File: config.mk
export PLATFORM = sky130hd
export DESIGN_NAME = diferenciador_vel
export DESIGN_NICKNAME = d
export VERILOG_FILES = /design/src/rtl/pos_pkg.sv /design/src/rtl/div_restoring.sv /design/src/rtl/diferenciador_vel.sv
export SDC_FILE = /design/constraint.sdc
export NUM_CORES = 1
export LEC_CHECK = 0
export CORE_MARGIN = 8
export CORE_UTILIZATION = 32
export DETAILED_ROUTE_END_ITERATION = 8
export SLEW_MARGIN = 20
export SYNTH_ARGS = -nofsm -noshare
export SYNTH_HDL_FRONTEND = slang
export SYNTH_SLANG_ARGS = --single-unit
File: constraint.sdc
create_clock -name clk -period 25.1 [get_ports clk]
set_input_delay 2.51 -clock clk [delete_from_list [all_inputs] [get_ports clk]]
set_output_delay 2.51 -clock clk [all_outputs]
set_load 0.02 [all_outputs]
File: src/rtl/pos_pkg.sv
// pos_pkg: shared definitions for the velocity differentiator.
//   state_t      - controller states
//   SCALE_DEF    - default gain applied to the velocity difference
//   DIV_W_DEF    - default dividend width / divider iteration count
//   A_MAX, A_MIN - 16-bit signed saturation limits for the result
package pos_pkg;

   typedef enum logic [2:0] {
      IDLE,
      PRIME,
      DIFF,
      DIV,
      SAT
   } state_t;

   localparam int unsigned SCALE_DEF = 1000;
   localparam int unsigned DIV_W_DEF = 48;

   localparam logic signed [15:0] A_MAX = 16'sh7FFF;
   localparam logic signed [15:0] A_MIN = 16'sh8000;

endpackage

File: src/rtl/div_restoring.sv
// div_restoring: unsigned sequential restoring divider, DIV_W / 16 bits.
//   clk, rst  - clock, asynchronous active-high reset
//   start     - load dividend/divisor; the first quotient bit is produced
//               on the same edge
//   dividend  - DIV_W-bit unsigned dividend
//   divisor   - 16-bit unsigned divisor (non-zero)
//   quotient  - DIV_W-bit quotient, held after completion
//   done      - one-cycle pulse after the DIV_W-th iteration
module div_restoring #(
   parameter int unsigned DIV_W = 48
) (
   input  logic             clk,
   input  logic             rst,
   input  logic             start,
   input  logic [DIV_W-1:0] dividend,
   input  logic [15:0]      divisor,
   output logic [DIV_W-1:0] quotient,
   output logic             done
);

   localparam int unsigned CW = $clog2(DIV_W + 1);

   logic [16:0]      rem_q, rem_d;
   logic [DIV_W-1:0] quo_q, quo_d;
   logic [15:0]      dvs_q, dvs_d;
   logic [CW-1:0]    cnt_q, cnt_d;
   logic             done_q, done_d;

   logic [16:0]      src_rem;
   logic [DIV_W-1:0] src_quo;
   logic [15:0]      src_dvs;
   logic [17:0]      trial;
   logic             fits;
   logic             step;

   always_comb begin
      // On start the operands come straight from the ports so that the
      // iteration count lines up with the loading edge.
      src_rem = start ? '0 : rem_q;
      src_quo = start ? dividend : quo_q;
      src_dvs = start ? divisor : dvs_q;
      trial   = {src_rem, src_quo[DIV_W-1]};
      fits    = (trial >= {2'b00, src_dvs});
      step    = start || (cnt_q != '0);

      rem_d  = rem_q;
      quo_d  = quo_q;
      dvs_d  = dvs_q;
      cnt_d  = cnt_q;
      done_d = 1'b0;

      if (step) begin
         rem_d  = fits ? 17'(trial - {2'b00, src_dvs}) : trial[16:0];
         quo_d  = {src_quo[DIV_W-2:0], fits};
         dvs_d  = src_dvs;
         cnt_d  = start ? CW'(DIV_W - 1) : (cnt_q - CW'(1));
         done_d = (cnt_d == '0);
      end
   end

   always_ff @(posedge clk or posedge rst) begin
      if (rst) begin
         rem_q  <= '0;
         quo_q  <= '0;
         dvs_q  <= '0;
         cnt_q  <= '0;
         done_q <= 1'b0;
      end else begin
         rem_q  <= rem_d;
         quo_q  <= quo_d;
         dvs_q  <= dvs_d;
         cnt_q  <= cnt_d;
         done_q <= done_d;
      end
   end

   assign quotient = quo_q;
   assign done     = done_q;

endmodule

File: src/rtl/diferenciador_vel.sv
// diferenciador_vel: acceleration from successive velocity samples,
// a = (v - v_prev) * SCALE / dt, saturated to 16 bits signed.
//   clk, rst - clock, asynchronous active-high reset
//   v        - signed 32-bit velocity sample
//   dt       - unsigned 16-bit sample interval (ticks)
//   enable   - start pulse, only accepted in IDLE
//   a        - signed acceleration result, held between updates
//   busy     - high while an accepted operation is in progress
//   valid    - one-cycle pulse when a is updated
//   err      - one-cycle pulse with valid when dt was zero
module diferenciador_vel
   import pos_pkg::*;
#(
   parameter int unsigned SCALE = SCALE_DEF,
   parameter int unsigned DIV_W = DIV_W_DEF
) (
   input  logic        clk,
   input  logic        rst,
   input  logic [31:0] v,
   input  logic [15:0] dt,
   input  logic        enable,
   output logic [15:0] a,
   output logic        busy,
   output logic        valid,
   output logic        err
);

   localparam logic [15:0]      SCALE16 = 16'(SCALE);
   localparam logic [DIV_W-1:0] Q_POS   = DIV_W'(32767);
   localparam logic [DIV_W-1:0] Q_NEG   = DIV_W'(32768);

   state_t      state_q, state_d;
   logic [31:0] v_lat_q, v_lat_d;
   logic [15:0] dt_lat_q, dt_lat_d;
   logic [31:0] v_prev_q, v_prev_d;
   logic        primed_q, primed_d;
   logic        sign_q, sign_d;
   logic        errp_q, errp_d;
   logic [15:0] a_q, a_d;
   logic        valid_q, valid_d;
   logic        err_q, err_d;

   logic [32:0]      diff;
   logic [32:0]      mag;
   logic [DIV_W-1:0] dividend;
   logic [DIV_W-1:0] quotient;
   logic             start;
   logic             done;
   logic [15:0]      a_sat;

   div_restoring #(.DIV_W(DIV_W)) u_div (
      .clk      (clk),
      .rst      (rst),
      .start    (start),
      .dividend (dividend),
      .divisor  (dt_lat_q),
      .quotient (quotient),
      .done     (done)
   );

   always_comb begin
      diff     = {v_lat_q[31], v_lat_q} - {v_prev_q[31], v_prev_q};
      mag      = diff[32] ? (~diff + 33'd1) : diff;
      dividend = DIV_W'(49'(mag) * 49'(SCALE16));

      if (sign_q)
         a_sat = (quotient > Q_NEG) ? A_MIN : 16'(~quotient[15:0] + 16'd1);
      else
         a_sat = (quotient > Q_POS) ? A_MAX : quotient[15:0];

      state_d  = state_q;
      v_lat_d  = v_lat_q;
      dt_lat_d = dt_lat_q;
      v_prev_d = v_prev_q;
      primed_d = primed_q;
      sign_d   = sign_q;
      errp_d   = errp_q;
      a_d      = a_q;
      valid_d  = 1'b0;
      err_d    = 1'b0;
      start    = 1'b0;

      unique case (state_q)
         IDLE: begin
            if (enable) begin
               v_lat_d  = v;
               dt_lat_d = dt;
               state_d  = primed_q ? DIFF : PRIME;
            end
         end
         PRIME: begin
            v_prev_d = v_lat_q;
            primed_d = 1'b1;
            a_d      = '0;
            valid_d  = 1'b1;
            state_d  = IDLE;
         end
         DIFF: begin
            sign_d   = diff[32];
            v_prev_d = v_lat_q;
            // A zero interval bypasses the divider and reports through SAT,
            // which keeps the result/valid/err update in one place.
            if (dt_lat_q == '0) begin
               errp_d  = 1'b1;
               state_d = SAT;
            end else begin
               errp_d  = 1'b0;
               start   = 1'b1;
               state_d = DIV;
            end
         end
         DIV: begin
            if (done) state_d = SAT;
         end
         SAT: begin
            a_d     = errp_q ? '0 : a_sat;
            err_d   = errp_q;
            valid_d = 1'b1;
            state_d = IDLE;
         end
         default: state_d = IDLE;
      endcase
   end

   always_ff @(posedge clk or posedge rst) begin
      if (rst) begin
         state_q  <= IDLE;
         v_lat_q  <= '0;
         dt_lat_q <= '0;
         v_prev_q <= '0;
         primed_q <= 1'b0;
         sign_q   <= 1'b0;
         errp_q   <= 1'b0;
         a_q      <= '0;
         valid_q  <= 1'b0;
         err_q    <= 1'b0;
      end else begin
         state_q  <= state_d;
         v_lat_q  <= v_lat_d;
         dt_lat_q <= dt_lat_d;
         v_prev_q <= v_prev_d;
         primed_q <= primed_d;
         sign_q   <= sign_d;
         errp_q   <= errp_d;
         a_q      <= a_d;
         valid_q  <= valid_d;
         err_q    <= err_d;
      end
   end

   assign a     = a_q;
   assign busy  = (state_q != IDLE);
   assign valid = valid_q;
   assign err   = err_q;

endmodule

### After elaboration in Yosys (flattened, before gate mapping)

Cells that the tools add are included.

| word-level totals | value |
|---|---|
| output and inout port bits | 19 |
| input port bits | 51 |
| register bits after elaboration | 192 |
| logic and storage cells | 65 |

| operators by class | value |
|---|---|
| reduce and logical (&&, ||, !) cells | 11 |
| order comparisons | 3 |
| muxes and demuxes | 22 |
| add/subtract/negate cells | 5 |
| multipliers | 1 |
| equal/unequal tests | 6 |
| bitwise operators | 2 |

Operators by type and width:

| cell | count |
|---|---|
| two-way mux 16 bit | 5 |
| greater-than comparator 48 x 15 -> 1 bit (second input constant) | 1 |
| greater-than comparator 48 x 16 -> 1 bit (second input constant) | 1 |
| two-way mux 48 bit | 1 |
| multiplier 33 x 7 -> 40 bit (second input constant) | 1 |
| two-way mux 17 bit | 2 |
| adder 33 x 1 -> 33 bit (second input constant) | 1 |
| two-way mux 33 bit | 1 |
| inverter 33 bit | 1 |
| subtractor 32 x 32 -> 33 bit | 1 |
| one-hot mux 16 bit (2 select lines) | 1 |
| >= comparator 18 x 16 -> 1 bit | 1 |
| subtractor 17 x 16 -> 17 bit | 1 |
| adder 16 x 1 -> 16 bit (second input constant) | 1 |
| zero test 16 bit | 1 |
| inverter 16 bit | 1 |
| two-way mux 3 bit | 3 |
| one-hot mux 3 bit (3 select lines) | 1 |
| equality test 3 x 2 -> 1 bit (second input constant) | 2 |
| zero test 6 bit | 1 |
| two-way mux 1 bit | 6 |
| two-way mux 6 bit | 1 |
| nonzero test 6 bit | 1 |
| subtractor 6 x 1 -> 6 bit (second input constant) | 1 |
| other kinds (11) | 13 |

### Logic depth before layout (Yosys ltp)

| depth | value |
|---|---|
| depth after elaboration | 8 |
| mapped depth | 33 |
| mapped depth without buffers | 32 |

### Cells and area by module

From an unflattened synthesis, not the netlist that was laid out.

| second synthesis, totals | value |
|---|---|
| cell total of the unflattened synthesis | 1889 |
| area, all modules | 17494.3 um2 |

Modules (own cells, without submodules):

| module | instances | seq. area each (um2) | cells each | area each (um2) |
|---|---|---|---|---|
| diferenciador_vel | 1 | 2602.5 | 1383 | 12588.3 |
| div_restoring | 1 | 2202.1 | 506 | 4906.0 |

### Least setup slack after synthesis

No wires, ideal clock.

| path | value |
|---|---|
| path kind | register to register |
| start | reg v_lat_q[0] |
| end | reg u_div.quo_q[41] (netlist: u_div.quotient[41]) |
| arrival | 8.057 ns |
| path slack | 16.903 ns |
| clock period less this slack | 8.197 ns |
| setup time | 0.140 ns |
| cell stages (with the launch flop) | 32 |
| path buffers | 2 |
| path through | dfrtp_1 -> inv_1 -> ha_1 -> fa_1 -> nor2b_1 -> o21ai_0 -> a211oi_1 -> a21o_1 -> a41o_1 -> a41o_1 -> a31o_2 -> clkbuf_1 -> buf_1 -> a41oi_1 -> xnor2_1 -> fa_1 -> inv_1 -> fa_1 -> fa_1 -> inv_1 -> fa_1 -> ha_1 -> a21o_1 -> a21o_1 -> a21oi_1 -> nand3_1 -> a211oi_1 -> o31ai_1 -> a31oi_1 -> o21bai_1 -> a2111oi_0 -> o32ai_1 |

| on the way | value |
|---|---|
| cells in the longest elaborated chain, start to end | 6 |

RTL lines:

| element | RTL line | source |
|---|---|---|
| from (decl) | diferenciador_vel.sv:33 | `logic [31:0] v_lat_q, v_lat_d;` |
| from (signal assigned) | diferenciador_vel.sv:139 | `v_lat_q <= v_lat_d;` |
| subtractor 32 x 32 -> 33 bit * | diferenciador_vel.sv:62 | `diff = {v_lat_q[31], v_lat_q} - {v_prev_q[31], v_prev_q};` |
| inverter 33 bit | diferenciador_vel.sv:63 | `mag = diff[32] ? (~diff + 33'd1) : diff;` |
| adder 33 x 1 -> 33 bit | diferenciador_vel.sv:63 |  |
| two-way mux 33 bit * | diferenciador_vel.sv:63 |  |
| multiplier 33 x 7 -> 40 bit * | diferenciador_vel.sv:64 | `dividend = DIV_W'(49'(mag) * 49'(SCALE16));` |
| two-way mux 48 bit * | div_restoring.sv:40 | `src_quo = start ? dividend : quo_q;` |
| to (signal assigned) | div_restoring.sv:70 | `quo_q <= quo_d;` |
| to (decl) | div_restoring.sv:24 | `logic [DIV_W-1:0] quo_q, quo_d;` |

Mark *: on every way between the ends. The rest lies on a longest branch, timed or not.
A chain may end at the register's enable or synchronous reset.

### Worst setup path after layout

| path | value |
|---|---|
| start | reg v_lat_q[0] |
| end | reg u_div.quo_q[40] (netlist: u_div.quotient[40]) |

Same word-level chain as after synthesis.

==> results_dict.tcl <==
set metrics [dict create \
    status "complete, no violations" \
    hold_class "flip-flop to flip-flop" \
    worstSetupEndpointType "flip-flop" \
    pin_count_of_the_biggest_net_entering_global_routing 118 \
    worst_hold_slack_ns 0.480 \
    synth_edf_count 0 \
    cp.required_ns 25.41 \
    final_nets 2235 \
    distinct_cell_type_count_of_the_synthesized_netlist 87 \
    cts_buffers 17 \
    path_buf_inv 3 \
    count_of_inserted_antenna_diode_cells 0 \
    cp_max_fo 23 \
    detailedRoute.firstPassIterationCount 6 \
    die_y_um 248 \
    post_synth.cell_area_avg_um2 9.04 \
    dominantRegCellSynth "sky130_fd_sc_hd__dfrtp_1" \
    avgRoutedWirePerCell_um 15.8 \
    setup_viol 0 \
    cts_tree "yes" \
    startpoint "v_lat_q[0]$_DFFE_PP0P_" \
    critPathSlowestCell "sky130_fd_sc_hd__a2111oi_0" \
    viasPerCell 5.10 \
    critical-path-max-stage-delay_ns 0.69 \
    synth_fp_nets 2211 \
    reg_to_reg_setup_timing_slack_ns 15.71 \
    design.portCount 70 \
    worst_hold_path.endpoint "u_div.dvs_q[1]$_DFFE_PP0P_" \
    post_route_cells_drive_above_1_share_pct 7.18 \
    syn-cell-area_mm2 0.0173 \
    async_reset_ff_share_pct 100 \
    worstReg2RegStart "v_lat_q[0]$_DFFE_PP0P_" \
    yosys_register_bits 192 \
    path_class "flip-flop to flip-flop" \
    clock.fmax_ghz 0.106 \
    number_of_antenna_violating_nets_in_the_routed_design 0 \
    h-tree-depth 4 \
    worst_setup_hold_path_clk_slew_ns 0.07 \
    drtIter0Drc 808 \
    crit_arrival_ns 9.70 \
    gr-total-overflow 0 \
    clkSinkCount 192 \
    max_slew.worst_pin.slew_ns 0.962 \
    netlist.area_leader.share_pct 27.8 \
    track_usage_pct 13.9 \
    worstSkewPairLatency_ns 0.47 \
    final_instance_area_mm2 0.0192 \
    final-hold-violation-count 0 \
    critical-path-top-cell-by-count "sky130_fd_sc_hd__fa_1" \
    number_of_cells_upsized_or_downsized_after_cts 0 \
    fp.coreArea_mm2 0.0536 \
    tns_ns 0 \
    placement.cell_area_mm2 0.0186 \
    chipWidth_um 248 \
    worst_r2r_endpoint "u_div.quotient[40]$_DFFE_PP0P_" \
    port-buffer-count 69 \
    period_needed_ns 9.39 \
    grt_first_pass_wirelength_um 70600 \
    drt-total-wl_um 41700 \
    layout_worst_path_cycle_share_pct 37.4 \
    initial_core_util_pct 32.2 \
    num_rows 85 \
    cell_family_with_the_largest_share_of_critical_path_delay "compound AO/OA/AOI/OAI gates" \
    cells_taking_the_most_area_after_synthesis "sky130_fd_sc_hd__dfrtp_1 (28%), sky130_fd_sc_hd__fa_1 (13%), sky130_fd_sc_hd__ha_1 (9.6%)" \
    antenna_found_initial 0 \
    depth_of_the_critical_timing_path_with_buffers_and_inverters_included 28 \
    detailedPlacementHpwl_um 32800 \
    hold_start "u_div.dvs_q[1]$_DFFE_PP0P_" \
    maxCapViolCount 0 \
    drc 0 \
    post-cts-setup-buffer-count 0 \
    ctsHoldBuffers 0 \
    clock-root-buffer "sky130_fd_sc_hd__clkbuf_16" \
    syn_inst 1912 \
    area.growth.synth_to_final_pct 11.2 \
    worstSetupStartpointType "flip-flop" \
    timing.slew.headroom_pct 35.4 \
    worst_r2r_path_depth 28 \
    cts-root-to-sink-buffers 2 \
    skew_final_ns 0.0150 \
    die_area_mm2 0.0617 \
    rsz0062_at_grt "false" \
    vias 13490 \
    hold_depth 2 \
    place_congestion 0.867 \
    vias_in_the_first_global_route 13605 \
    final_max_slew_viol_count 0 \
    ys.warnings.count 0 \
    seq_area_frac_synth_pct 27.8 \
    largest_area_contributor_in_the_netlist "sky130_fd_sc_hd__dfrtp_1" \
]
[metal layers]
metal	vias up	wire (um)	GRT usage [%]
met3	33	1360	2.33
met2	201	19800	23.3
met5	-	0	0
li1	6616	-	-
met4	0	484	2.84
met1	6640	20100	18.8
[area by class of cell]
cell class                 instances  area [um2]
tap                              696         871
fill                            5471       34400
multi-input combinational       1422       11400
inverter                         224         848
clock inverter                    11        92.6
clock buffer                      21         460
sequential                       192        4800
timing repair buffer              79         786
[flip-flops by register name, indices dropped and copies added (netlist names), 3 cells and up]
| name | flops |
|---|---|
| v_lat_q | 32 |
| a | 16 |
| u_div.dvs_q | 16 |
| dt_lat_q | 16 |
| state_q | 3 |
| u_div.quotient | 48 |
| v_prev_q | 32 |
| u_div.rem_q | 17 |
| u_div.cnt_q | 6 |
[cells in the mapped netlist, types with 4 or more instances]
master / number
sky130_fd_sc_hd__clkbuf_1: 62
sky130_fd_sc_hd__a211oi_1: 9
sky130_fd_sc_hd__nor2b_1: 8
sky130_fd_sc_hd__a22oi_1: 15
sky130_fd_sc_hd__nand4_1: 21
sky130_fd_sc_hd__a21oi_1: 112
sky130_fd_sc_hd__o211ai_1: 12
sky130_fd_sc_hd__buf_1: 5
sky130_fd_sc_hd__nand2_1: 217
sky130_fd_sc_hd__nor3_1: 22
sky130_fd_sc_hd__inv_1: 224
sky130_fd_sc_hd__o22ai_1: 13
sky130_fd_sc_hd__a31o_2: 5
sky130_fd_sc_hd__nand3b_1: 5
sky130_fd_sc_hd__nand2b_1: 14
sky130_fd_sc_hd__maj3_1: 4
sky130_fd_sc_hd__mux2_2: 53
sky130_fd_sc_hd__o211a_1: 4
sky130_fd_sc_hd__a2111oi_0: 4
sky130_fd_sc_hd__nand3_1: 13
sky130_fd_sc_hd__nor2_1: 113
sky130_fd_sc_hd__and3_1: 24
sky130_fd_sc_hd__o21ai_0: 88
sky130_fd_sc_hd__o21a_1: 12
sky130_fd_sc_hd__xnor2_1: 75
sky130_fd_sc_hd__a31oi_1: 49
sky130_fd_sc_hd__xor2_1: 37
sky130_fd_sc_hd__o31ai_1: 10
sky130_fd_sc_hd__o41ai_1: 5
sky130_fd_sc_hd__and2_1: 23
sky130_fd_sc_hd__a22o_1: 15
sky130_fd_sc_hd__fa_1: 116
sky130_fd_sc_hd__a21o_1: 46
sky130_fd_sc_hd__nor3b_1: 6
sky130_fd_sc_hd__o21bai_1: 8
sky130_fd_sc_hd__dfrtp_1: 192
sky130_fd_sc_hd__or3_1: 16
sky130_fd_sc_hd__a21boi_0: 8
sky130_fd_sc_hd__o32ai_1: 5
sky130_fd_sc_hd__ha_1: 132
sky130_fd_sc_hd__mux2i_1: 17
sky130_fd_sc_hd__or2_2: 13
sky130_fd_sc_hd__nor4_1: 16
[stage by stage]
stage	instances	utilization [%]	setup slack [ns]
final	2645	35.9	15.71
after global routing	2645	35.9	15.06
after CTS	2644	35.8	15.80
after detailed placement	2612	34.8	15.89
after global placement	2612	34.8	15.98
after floorplan	1912	-	16.90
[tightest hold or removal path: cells and delay by family, from the launching register on]
kind,cells,cell delay [ns]
AND/OR/NAND/NOR,2,0.13
flip-flops,1,0.32
[placed cells by master (no fill, tap or decap), types with 8 or more instances in the layout]
| master | count |
|---|---|
| sky130_fd_sc_hd__mux2_2 | 53 |
| sky130_fd_sc_hd__a21boi_0 | 8 |
| sky130_fd_sc_hd__and2_1 | 22 |
| sky130_fd_sc_hd__o22ai_1 | 13 |
| sky130_fd_sc_hd__and3_1 | 24 |
| sky130_fd_sc_hd__a22o_1 | 15 |
| sky130_fd_sc_hd__a21o_1 | 46 |
| sky130_fd_sc_hd__o21bai_1 | 8 |
| sky130_fd_sc_hd__or2_2 | 13 |
| sky130_fd_sc_hd__clkbuf_16 | 17 |
| sky130_fd_sc_hd__o31ai_1 | 10 |
| sky130_fd_sc_hd__buf_4 | 9 |
| sky130_fd_sc_hd__xor2_1 | 37 |
| sky130_fd_sc_hd__xnor2_1 | 75 |
| sky130_fd_sc_hd__o211ai_1 | 12 |
| sky130_fd_sc_hd__nand2b_1 | 14 |
| sky130_fd_sc_hd__nand3_1 | 13 |
| sky130_fd_sc_hd__nor3_1 | 22 |
| sky130_fd_sc_hd__a21oi_1 | 112 |
| sky130_fd_sc_hd__o21a_1 | 12 |
| sky130_fd_sc_hd__a31oi_1 | 49 |
| sky130_fd_sc_hd__mux2i_1 | 17 |
| sky130_fd_sc_hd__a22oi_1 | 15 |
| sky130_fd_sc_hd__dfrtp_1 | 192 |
| sky130_fd_sc_hd__o21ai_0 | 88 |
| sky130_fd_sc_hd__fa_1 | 116 |
| sky130_fd_sc_hd__nor4_1 | 15 |
| sky130_fd_sc_hd__or3_1 | 16 |
| sky130_fd_sc_hd__nor2_1 | 111 |
| sky130_fd_sc_hd__ha_1 | 132 |
| sky130_fd_sc_hd__inv_1 | 223 |
| sky130_fd_sc_hd__nand2_1 | 216 |
| sky130_fd_sc_hd__nand4_1 | 21 |
| sky130_fd_sc_hd__clkdlybuf4s50_1 | 69 |
| sky130_fd_sc_hd__a211oi_1 | 9 |
| sky130_fd_sc_hd__nor2b_1 | 8 |
[worst max-delay path by stage]
| stage | to | slack, ns |
|---|---|---|
| 2_1_floorplan | u_div.quotient[41]$_DFFE_PP0P_ | 16.90 |
| 3_3_place_gp | u_div.quotient[40]$_DFFE_PP0P_ | 15.98 |
| 3_5_place_dp | u_div.quotient[41]$_DFFE_PP0P_ | 15.89 |
| 4_1_cts | u_div.quotient[41]$_DFFE_PP0P_ | 15.80 |
| 5_1_grt | u_div.quotient[41]$_DFFE_PP0P_ | 15.06 |
| 6_report | u_div.quotient[40]$_DFFE_PP0P_ | 15.71 |
[cell families after synthesis]
kind of cell	Yosys count	synth area share (%)
buf+inv	298	6.63
fa+ha+maj	252	23.2
flops	192	27.8
xor+xnor	116	6.12
compound gates	452	17.1
simple gates	532	14.7
mux	70	4.44
Power is not shown: default switching activity piles up to over one toggle a cycle in this logic, so the estimate is an artifact.
